--- src/rtl/cpu_pkg.sv ---
// cpu_pkg
// Shared definitions for the simple CPU control path: micro-step state
// indices, the instruction opcode encoding, the opcode-to-execute-state map
// and the system bus source selects used by the control decoder.
package cpu_pkg;

    localparam int STATE_W = 4;

    // Micro-step indices; the one-hot state vector bit i corresponds to index i.
    localparam int FETCH1 = 0;
    localparam int FETCH2 = 1;
    localparam int FETCH3 = 2;
    localparam int ADD1   = 3;
    localparam int ADD2   = 4;
    localparam int AND1   = 5;
    localparam int AND2   = 6;
    localparam int JMP1   = 7;
    localparam int INC1   = 8;

    typedef enum logic [1:0] {
        OP_ADD = 2'b00,
        OP_AND = 2'b01,
        OP_JMP = 2'b10,
        OP_INC = 2'b11
    } opcode_e;

    // System bus driver selects shared with the control decoder.
    localparam logic [1:0] SYSBUS_PC  = 2'd0;
    localparam logic [1:0] SYSBUS_DR  = 2'd1;
    localparam logic [1:0] SYSBUS_MEM = 2'd2;

    // First execute state for each opcode.
    function automatic logic [STATE_W-1:0] op_to_state(input opcode_e op);
        case (op)
            OP_ADD:  return STATE_W'(ADD1);
            OP_AND:  return STATE_W'(AND1);
            OP_JMP:  return STATE_W'(JMP1);
            default: return STATE_W'(INC1);
        endcase
    endfunction

endpackage

--- src/rtl/cpu_state_sequencer_onehot_dec.sv ---
// onehot_dec
// Parameterised combinational binary-to-one-hot decoder. Indices that have
// no corresponding output bit decode to all-zero.
//   idx    : binary index, IN_W bits
//   onehot : one-hot vector, OUT_W bits
module onehot_dec #(
    parameter int IN_W  = 4,
    parameter int OUT_W = 9
) (
    input  logic [IN_W-1:0]  idx,
    output logic [OUT_W-1:0] onehot
);

    always_comb begin
        onehot = '0;
        for (int i = 0; i < OUT_W; i++) begin
            onehot[i] = (idx == IN_W'(i));
        end
    end

endmodule

--- src/rtl/cpu_state_sequencer.sv ---
// cpu_state_sequencer
// Registered micro-step counter for the CPU control path. Advances under
// clear/load/increment commands (priority CLR > LD > INC), maps the opcode
// to the first execute state on a load, and drives a registered one-hot
// state vector. RUN/STEP gate advancement for single-stepping.
//   clk, rst          : clock, asynchronous active-high reset
//   COUNTER_CLR/LD/INC: commands from the control decoder
//   IR_OPCODE         : opcode field, sampled on a load
//   RUN, STEP         : free-run enable, single-step request (level)
//   CPU_state         : one-hot current state (registered)
//   STATE_IDX         : binary current state (registered)
//   STEP_ACK          : pulse, a requested single step was taken
//   INSTR_DONE        : pulse, a clear was applied
//   FAULT             : sticky, increment attempted past INC1 or from an illegal index
module cpu_state_sequencer
    import cpu_pkg::*;
#(
    parameter int states = 9,
    parameter int CNT_W  = 4
) (
    input  logic              clk,
    input  logic              rst,
    input  logic              COUNTER_LD,
    input  logic              COUNTER_INC,
    input  logic              COUNTER_CLR,
    input  logic [1:0]        IR_OPCODE,
    input  logic              RUN,
    input  logic              STEP,
    output logic [states-1:0] CPU_state,
    output logic [CNT_W-1:0]  STATE_IDX,
    output logic              STEP_ACK,
    output logic              INSTR_DONE,
    output logic              FAULT
);

    logic              step_seen;
    logic              adv;
    logic              step_taken;
    logic              done_nxt;
    logic              fault_set;
    logic [CNT_W-1:0]  idx_nxt;
    logic [states-1:0] onehot_nxt;

    always_comb begin
        adv        = RUN | (STEP & ~step_seen);
        step_taken = ~RUN & STEP & ~step_seen;
        idx_nxt    = STATE_IDX;
        done_nxt   = 1'b0;
        fault_set  = 1'b0;

        // An index past INC1 is never held, even while frozen.
        if (STATE_IDX > CNT_W'(INC1)) begin
            idx_nxt = '0;
        end

        if (adv) begin
            if (COUNTER_CLR) begin
                idx_nxt  = '0;
                done_nxt = 1'b1;
            end else if (COUNTER_LD) begin
                idx_nxt = CNT_W'(op_to_state(opcode_e'(IR_OPCODE)));
            end else if (COUNTER_INC) begin
                if (STATE_IDX >= CNT_W'(INC1)) begin
                    idx_nxt   = '0;
                    fault_set = 1'b1;
                end else begin
                    idx_nxt = STATE_IDX + CNT_W'(1);
                end
            end
        end
    end

    // Decode the next index so the one-hot vector registers in step with STATE_IDX.
    onehot_dec #(
        .IN_W  (CNT_W),
        .OUT_W (states)
    ) u_onehot_dec (
        .idx    (idx_nxt),
        .onehot (onehot_nxt)
    );

    always_ff @(posedge clk or posedge rst) begin
        if (rst) begin
            STATE_IDX  <= '0;
            CPU_state  <= {{(states-1){1'b0}}, 1'b1};
            STEP_ACK   <= 1'b0;
            INSTR_DONE <= 1'b0;
            FAULT      <= 1'b0;
            step_seen  <= 1'b0;
        end else begin
            STATE_IDX  <= idx_nxt;
            CPU_state  <= onehot_nxt;
            STEP_ACK   <= step_taken;
            INSTR_DONE <= done_nxt;
            FAULT      <= FAULT | fault_set;
            // Held STEP yields a single advance; released STEP re-arms.
            step_seen  <= STEP ? (step_seen | step_taken) : 1'b0;
        end
    end

endmodule

--- config.mk ---
export PLATFORM = sky130hd
export DESIGN_NAME = cpu_state_sequencer
export DESIGN_NICKNAME = d
export VERILOG_FILES = /design/src/rtl/cpu_pkg.sv /design/src/rtl/cpu_state_sequencer_onehot_dec.sv /design/src/rtl/cpu_state_sequencer.sv
export SDC_FILE = /design/constraint.sdc
export NUM_CORES = 1
export LEC_CHECK = 0
export ABC_AREA = 0
export ABC_CLOCK_PERIOD_IN_PS = 2500
export CORE_MARGIN = 3
export CORE_UTILIZATION = 45
export CTS_CLUSTER_DIAMETER = 60
export DETAILED_ROUTE_END_ITERATION = 10
export GPL_ROUTABILITY_DRIVEN = 0
export PLACE_DENSITY = 0.76
export SYNTH_ARGS = -nofsm -noshare
export SYNTH_HDL_FRONTEND = slang
export SYNTH_HIERARCHICAL = 1
export SYNTH_SLANG_ARGS = --single-unit
--- constraint.sdc ---
create_clock -name clk -period 2.5 [get_ports clk]
set_input_delay 0.5 -clock clk [delete_from_list [all_inputs] [get_ports clk]]
set_output_delay 0.5 -clock clk [all_outputs]
set_load 0.01 [all_outputs]
==> impl_metrics.json, run 1 <==
{
  "finalPower_mw": 0.662,
  "core_region_area_um2": 1760,
  "hp-class": "flip-flop to flip-flop",
  "syn2layout_area_growth_pct": 35.7,
  "via_per_inst": 5.31,
  "clk_latency_ns": 0.30,
  "grt_pass1_wl_mm": 2.85,
  "synth_top_cells_by_count": "dfrtp_1 (16), inv_1 (6), ha_1 (5), nor2_1 (5), nor4b_1 (4)",
  "groute.usage.overall_pct": 14.8,
  "grt_max_degree": 18,
  "rr_endpoint": "CPU_state[2]",
  "post_cts_buffers": 0,
  "cp_max_fo": 10,
  "setup_viol": 0,
  "dp_cells": 123,
  "slew_viol_final": 0,
  "portBuffers": 24,
  "cts_tree": "done",
  "r2r_start": "STATE_IDX[0]",
  "rows": 15,
  "io_pins": 25,
  "cts-root-buf": "clkbuf_4",
  "placed_cell_area_um2": 1140,
  "synthesis.nets": 87,
  "syn_inst": 73,
  "min_path_cells": 1,
  "dieWidth_um": 49.8,
  "min_to": "FAULT",
  "drive_above_1_share_pct": 15.7,
  "clk_path_buf_depth": 2,
  "hpwl_mm": 1.31,
  "routed_wl_mm": 1.75,
  "fin_crit_sh_pct": 89.9,
  "crit_required_ns": 2.70,
  "synth_area_per_cell_um2": 11.8,
  "insertedDiodeCount": 0,
  "postCtsHoldBufs": 0,
  "antenna_found_initial": 0,
  "numCtsBuffers": 3,
  "ys_warn_count": 6,
  "relSlewSlack_pct": 58.7,
  "crit_type": "flip-flop to flip-flop",
  "p_leak_nw": 0.512,
  "drcViolationCount": 0,
  "start_util_pct": 49.0,
  "htree_levels": 1,
  "fin_ws_ns": 0.253,
  "ys_types": 32,
  "dieArea_um2": 2480,
  "stdcell_count": 127,
  "synth_top_area_share_pct": 46.3,
  "utilization_pct": 66.5,
  "wl_per_cell_um": 13.8,
  "yosysMostFrequentCell": "dfrtp_1",
  "crit_chain": "inv_1 -> ha_1 -> nand2b_4 -> a2111oi_4 -> a211oi_1 -> o2bb2ai_1 -> nor4b_1",
  "cts_resized": 0,
  "layout.nets": 117,
  "ant_nets": 0,
  "tightest_slew_ns": 0.619,
  "ff2ff_path_depth": 7,
  "hold_viol": 0,
  "power_density_nw_per_um2": 564,
  "max_freq_mhz": 445,
  "cp_top_family": "compound AO/OA/AOI/OAI gates",
  "ys_async_sr_fraction_pct": 100,
  "ys_seq_area_share_pct": 49.3,
  "synth_edf_count": 0,
  "synth_area_leaders": "dfrtp_1 (46%), ha_1 (7.2%), and4bb_2 (4.3%), nor4b_1 (4.1%), a2111oi_4 (3.2%)",
  "vias": 675,
  "synth_top_cell_by_area": "dfrtp_1",
  "end_kind": "flip-flop",
  "cp_slowest_cell": "o2bb2ai_1",
  "holdWs_ns": 0.483,
  "clk_pin_slew_worst_paths_ns": 0.11,
  "netlist_area_um2": 865,
  "grt_overflow": 0,
  "rsz0062_at_grt": "no",
  "finalInstanceArea_um2": 1170,
  "r2r_slack_ns": 0.25,
  "crit_arrival_ns": 2.44,
  "setup_tns_ns": 0,
  "path_buf_inv": 1,
  "grt_pass1_vias": 646,
  "skew_ns": 0.00693,
  "drt_iter0_markers": 22,
  "place_ws_ns": 0.0159,
  "run_status": "completed",
  "min_from": "FAULT",
  "cts.sinks": 17,
  "max_stage_delay_ns": 0.51,
  "dr.pass1.iters": 4,
  "maxCapViolCount": 0,
  "synth_ff_type": "dfrtp_1",
  "min_period_ns": 2.25,
  "cp-start-kind": "flip-flop",
  "dieHeight_um": 49.8,
  "ys_ff_latch": 17,
  "vdd_drop_max_uv": 352
}
[cell usage in the layout (no fill, tap or decap), types with 2 or more instances in the layout]
cell	netlist	final
nor4b_1	4	4
and4bb_2	3	3
inv_2	2	2
nand2b_1	3	3
nand2_1	3	3
buf_4	1	2
clkdlybuf4s50_1	0	24
and4_1	2	2
ha_1	5	5
nor2_1	5	5
inv_1	6	6
a21oi_1	2	2
clkbuf_4	0	3
dfrtp_1	16	16
a211oi_1	2	2
[where the power goes]
group / internal [mW] / switching [mW] / total [mW]
sequential: 0.303 / 0.0184 / 0.322
clock: 0.0609 / 0.0971 / 0.158
combinational: 0.0969 / 0.0857 / 0.183
total: 0.461 / 0.201 / 0.662
[per-layer routing]
layer / part of all wire (%) / routed length [µm] / vias to the layer above / track usage (%)
met4: 1.2 / 21 / 0 / 5.99
met2: 47 / 814 / 26 / 23.1
met5: 0 / 0 / - / 0
met3: 5.8 / 101 / 4 / 2.42
met1: 46 / 808 / 316 / 20.3
li1: - / - / 329 / -
[registers in the layout (all words and copies together) (netlist names)]
name	count
CPU_state	9
STATE_IDX	4
FAULT	1
INSTR_DONE	1
STEP_ACK	1
step_seen	1
[final cells by class]
cell class                      count  area [µm²]
Fill cell                         150         591
Sequential cell                    17         427
Multi-Input combinational cell     47         400
Timing Repair Buffer               26         255
Tap cell                           25        31.3
Inverter                            8        30.0
Clock buffer                        3        22.5
Clock inverter                      1        7.51
[how the worst max path moves through the flow]
stage / from / endpoint / slack [ns] / cells past startpoint
after floorplan: COUNTER_INC / CPU_state[7] / 0.42 / 6
final: STATE_IDX[0] / CPU_state[2] / 0.25 / 7
after global placement: IR_OPCODE[0] / CPU_state[8] / 0.04 / 7
after detailed placement: IR_OPCODE[0] / CPU_state[1] / 0.02 / 7
after CTS: STATE_IDX[0] / CPU_state[2] / 0.24 / 7
after global routing: STATE_IDX[1] / CPU_state[2] / 0.04 / 7
[worst reg2reg max path, cell delays in order, from the launching register on]
cell,delay [ns]
dfrtp_1,0.47
inv_1,0.11
ha_1,0.22
nand2b_4,0.09
a2111oi_4,0.33
a211oi_1,0.08
o2bb2ai_1,0.51
nor4b_1,0.33
[cells by family after synthesis]
group / after synthesis / synth area share [%]
AO/OA/AOI/OAI: 12 / 13.3
XOR/XNOR: 2 / 2.03
adder cells (fa/ha/maj): 5 / 7.24
buffers and inverters: 9 / 4.34
flip-flops: 17 / 49.3
multiplexers: 1 / 1.16
AND/OR/NAND/NOR: 27 / 22.6
Power figures use the tool's default switching activity.
==> inputs of run 2 (changes only) <==
--- a/config.mk
+++ b/config.mk
@@ -13,6 +13,7 @@
 export DETAILED_ROUTE_END_ITERATION = 10
 export GPL_ROUTABILITY_DRIVEN = 0
 export PLACE_DENSITY = 0.76
+export SETUP_SLACK_MARGIN = 0.02
 export SYNTH_ARGS = -nofsm -noshare
 export SYNTH_HDL_FRONTEND = slang
 export SYNTH_HIERARCHICAL = 1
==> results of run 2 <==
Same layout as run 1: the final DEF is identical, and so are final timing and power.
==> variant, RTL diff (settings of run 2) <==
Change the parameter `CNT_W` from 4 to 3.
--- a/src/rtl/cpu_state_sequencer.sv
+++ b/src/rtl/cpu_state_sequencer.sv
@@ -16,7 +16,7 @@
     import cpu_pkg::*;
 #(
     parameter int states = 9,
-    parameter int CNT_W  = 4
+    parameter int CNT_W  = 3
 ) (
     input  logic              clk,
     input  logic              rst,
Interface: changed (resized STATE_IDX); port bits go from 25 to 24. No check against the original RTL was run, so the function may have changed too.
==> variant against run 2 <==
Cell count shrank 31%. Sequential share of layout area grew 9.0 points. Synthesized area shrank 29%. First-iteration DRC count shrank 73%. Global-route usage shrank 1.1 points. Power shrank 28%. Wire length shrank 38%. Setup slack gained 0.42 ns. Sequential cell count shrank 1. Die area shrank 25%. Design area shrank 25%. Critical endpoint is now CPU_state[0]. Largest cell class unchanged.
==> variant: results (changes against run 2) <==
\begin{tabular}{lr}
\hline
Metric & Value \\
\hline
\multicolumn{2}{l}{\textbf{Status}} \\
Outcome & completed \\
\multicolumn{2}{l}{\textbf{Power and ir drop}} \\
Leakage dissipation & 0.431 nW (-16\%) \\
VDD IR-drop max & 0.000317 V (-9.9\%) \\
\multicolumn{2}{l}{\textbf{Synth}} \\
Mux contribution to synthesized area & 0\% (-1.2 points) \\
Synthesized-area fraction occupied by adder cells & 6.07\% (-1.2 points) \\
Sequential cell area fraction in the yosys report & 65.0\% (+16 points) \\
Ranking of synthesized cells by area & sky130\_fd\_sc\_hd\_\_dfrtp\_1, sky130\_fd\_sc\_hd\_\_ha\_1, sky130\_fd\_sc\_hd\_\_and3b\_2 \\
Mapped Nets & 59 (-32\%) \\
Synth cell types & 15 (-53\%) \\
Commonest cells in the synthesized netlist & sky130\_fd\_sc\_hd\_\_dfrtp\_1, sky130\_fd\_sc\_hd\_\_inv\_1, sky130\_fd\_sc\_hd\_\_nor2\_1 \\
Compound-gate portion of the synthesized area & 4.66\% (-8.7 points) \\
\multicolumn{2}{l}{\textbf{Place}} \\
HPWL Detailed & 856 um (-34\%) \\
Port Buffers & 23 (-4.2\%) \\
\multicolumn{2}{l}{\textbf{Worst setup path}} \\
Delay-heaviest family, CP & flip-flops \\
Standard cell with the maximum stage delay on the critical path & sky130\_fd\_sc\_hd\_\_dfstp\_2 \\
Crit path arrival time & 1.33 ns (-1.11 ns) \\
CP peak stage delay & 0.53 ns (+0.02 ns) \\
Largest fanout on the critical path & 1 (-9) \\
\multicolumn{2}{l}{\textbf{Global route}} \\
GRT Resource Usage Total & 13.7\% (-1.1 points) \\
Routing usage on met2 & 24.0\% (+0.82 points) \\
Global routing usage on met3 & 2.97\% (+0.55 points) \\
Global-route wire length before repair & 1840 um (-36\%) \\
Met1 track demand over resource in global routing & 15.3\% (-5.0 points) \\
Largest net degree at the start of global routing & 17 (-1) \\
\multicolumn{2}{l}{\textbf{Routing}} \\
Number of optimization iterations in the first detailed-route pass & 3 (-1) \\
Number of design-rule violations left by the first detailed-router iteration & 6 (-73\%) \\
\multicolumn{2}{l}{\textbf{Cells and area}} \\
Filler Cell Count & 88 (-41\%) \\
Net count reported at finish & 86 (-26\%) \\
\multicolumn{2}{l}{\textbf{Timing}} \\
Worst Skew & 0.00315 ns (-0.00379 ns) \\
Relative slew slack & 60.6\% (+1.9 points) \\
\multicolumn{2}{l}{\textbf{Clocking}} \\
Clock-pin slew on the worst setup and hold paths & 0.09 ns (-0.02 ns) \\
\hline
\end{tabular}
==> variant: metrics by stage <==
stage	power (mW)	cells	area, um2	setup slack [ns]	hold slack (ns)
6_report	0.479	87	885	0.669	0.484
5_1_grt	0.499	87	885	0.603	0.510
4_1_cts	0.484	87	885	0.655	0.493
3_5_place_dp	0.345	83	858	0.398	0.472
3_3_place_gp	0.342	83	858	0.478	0.450
2_1_floorplan	0.307	47	618	1.04	0.413
==> variant: power breakdown <==
part / switching (mW) / internal, mW
sequential: 0.00367 / 0.270
clock: 0.0783 / 0.0619
combinational: 0.0292 / 0.0355
total: 0.111 / 0.368
==> variant: path summary, 6_finish.rpt <==
check	start	endpoint	slack, ns	cells after the start
max reg2reg	step_seen	CPU_state[5]	1.13	4
min	FAULT	FAULT	0.48	2
min reg2reg	FAULT	FAULT	0.48	2
max	CPU_state[0]	CPU_state[0]	0.67	1
max in group asynchronous	rst	step_seen	1.54	2
min in group asynchronous	rst	STATE_IDX[0]	0.57	2
==> variant: area by class of cell <==
class / count / share of cell area, %
timing repair buffer: 23 / 26.0
clock buffer: 4 / 2.97
tap: 14 / 1.98
sequential: 16 / 45.4
multi-input combinational: 23 / 20.7
inverter: 7 / 2.97
==> variant: cell families (layout without fill, tap and decap cells) <==
family,after synthesis,in the layout
and+or+nand+nor,17,17
DFF,16,16
buffers and inverters,8,34
adders and majority gates,3,3
AOI/OAI and AO/OA,3,3
==> variant: per-layer routing <==
metal | up-vias | share of wire, %
met5 | - | 0
met4 | 0 | 0
met3 | 0 | 5.5
met2 | 12 | 52
met1 | 184 | 42
li1 | 201 | -
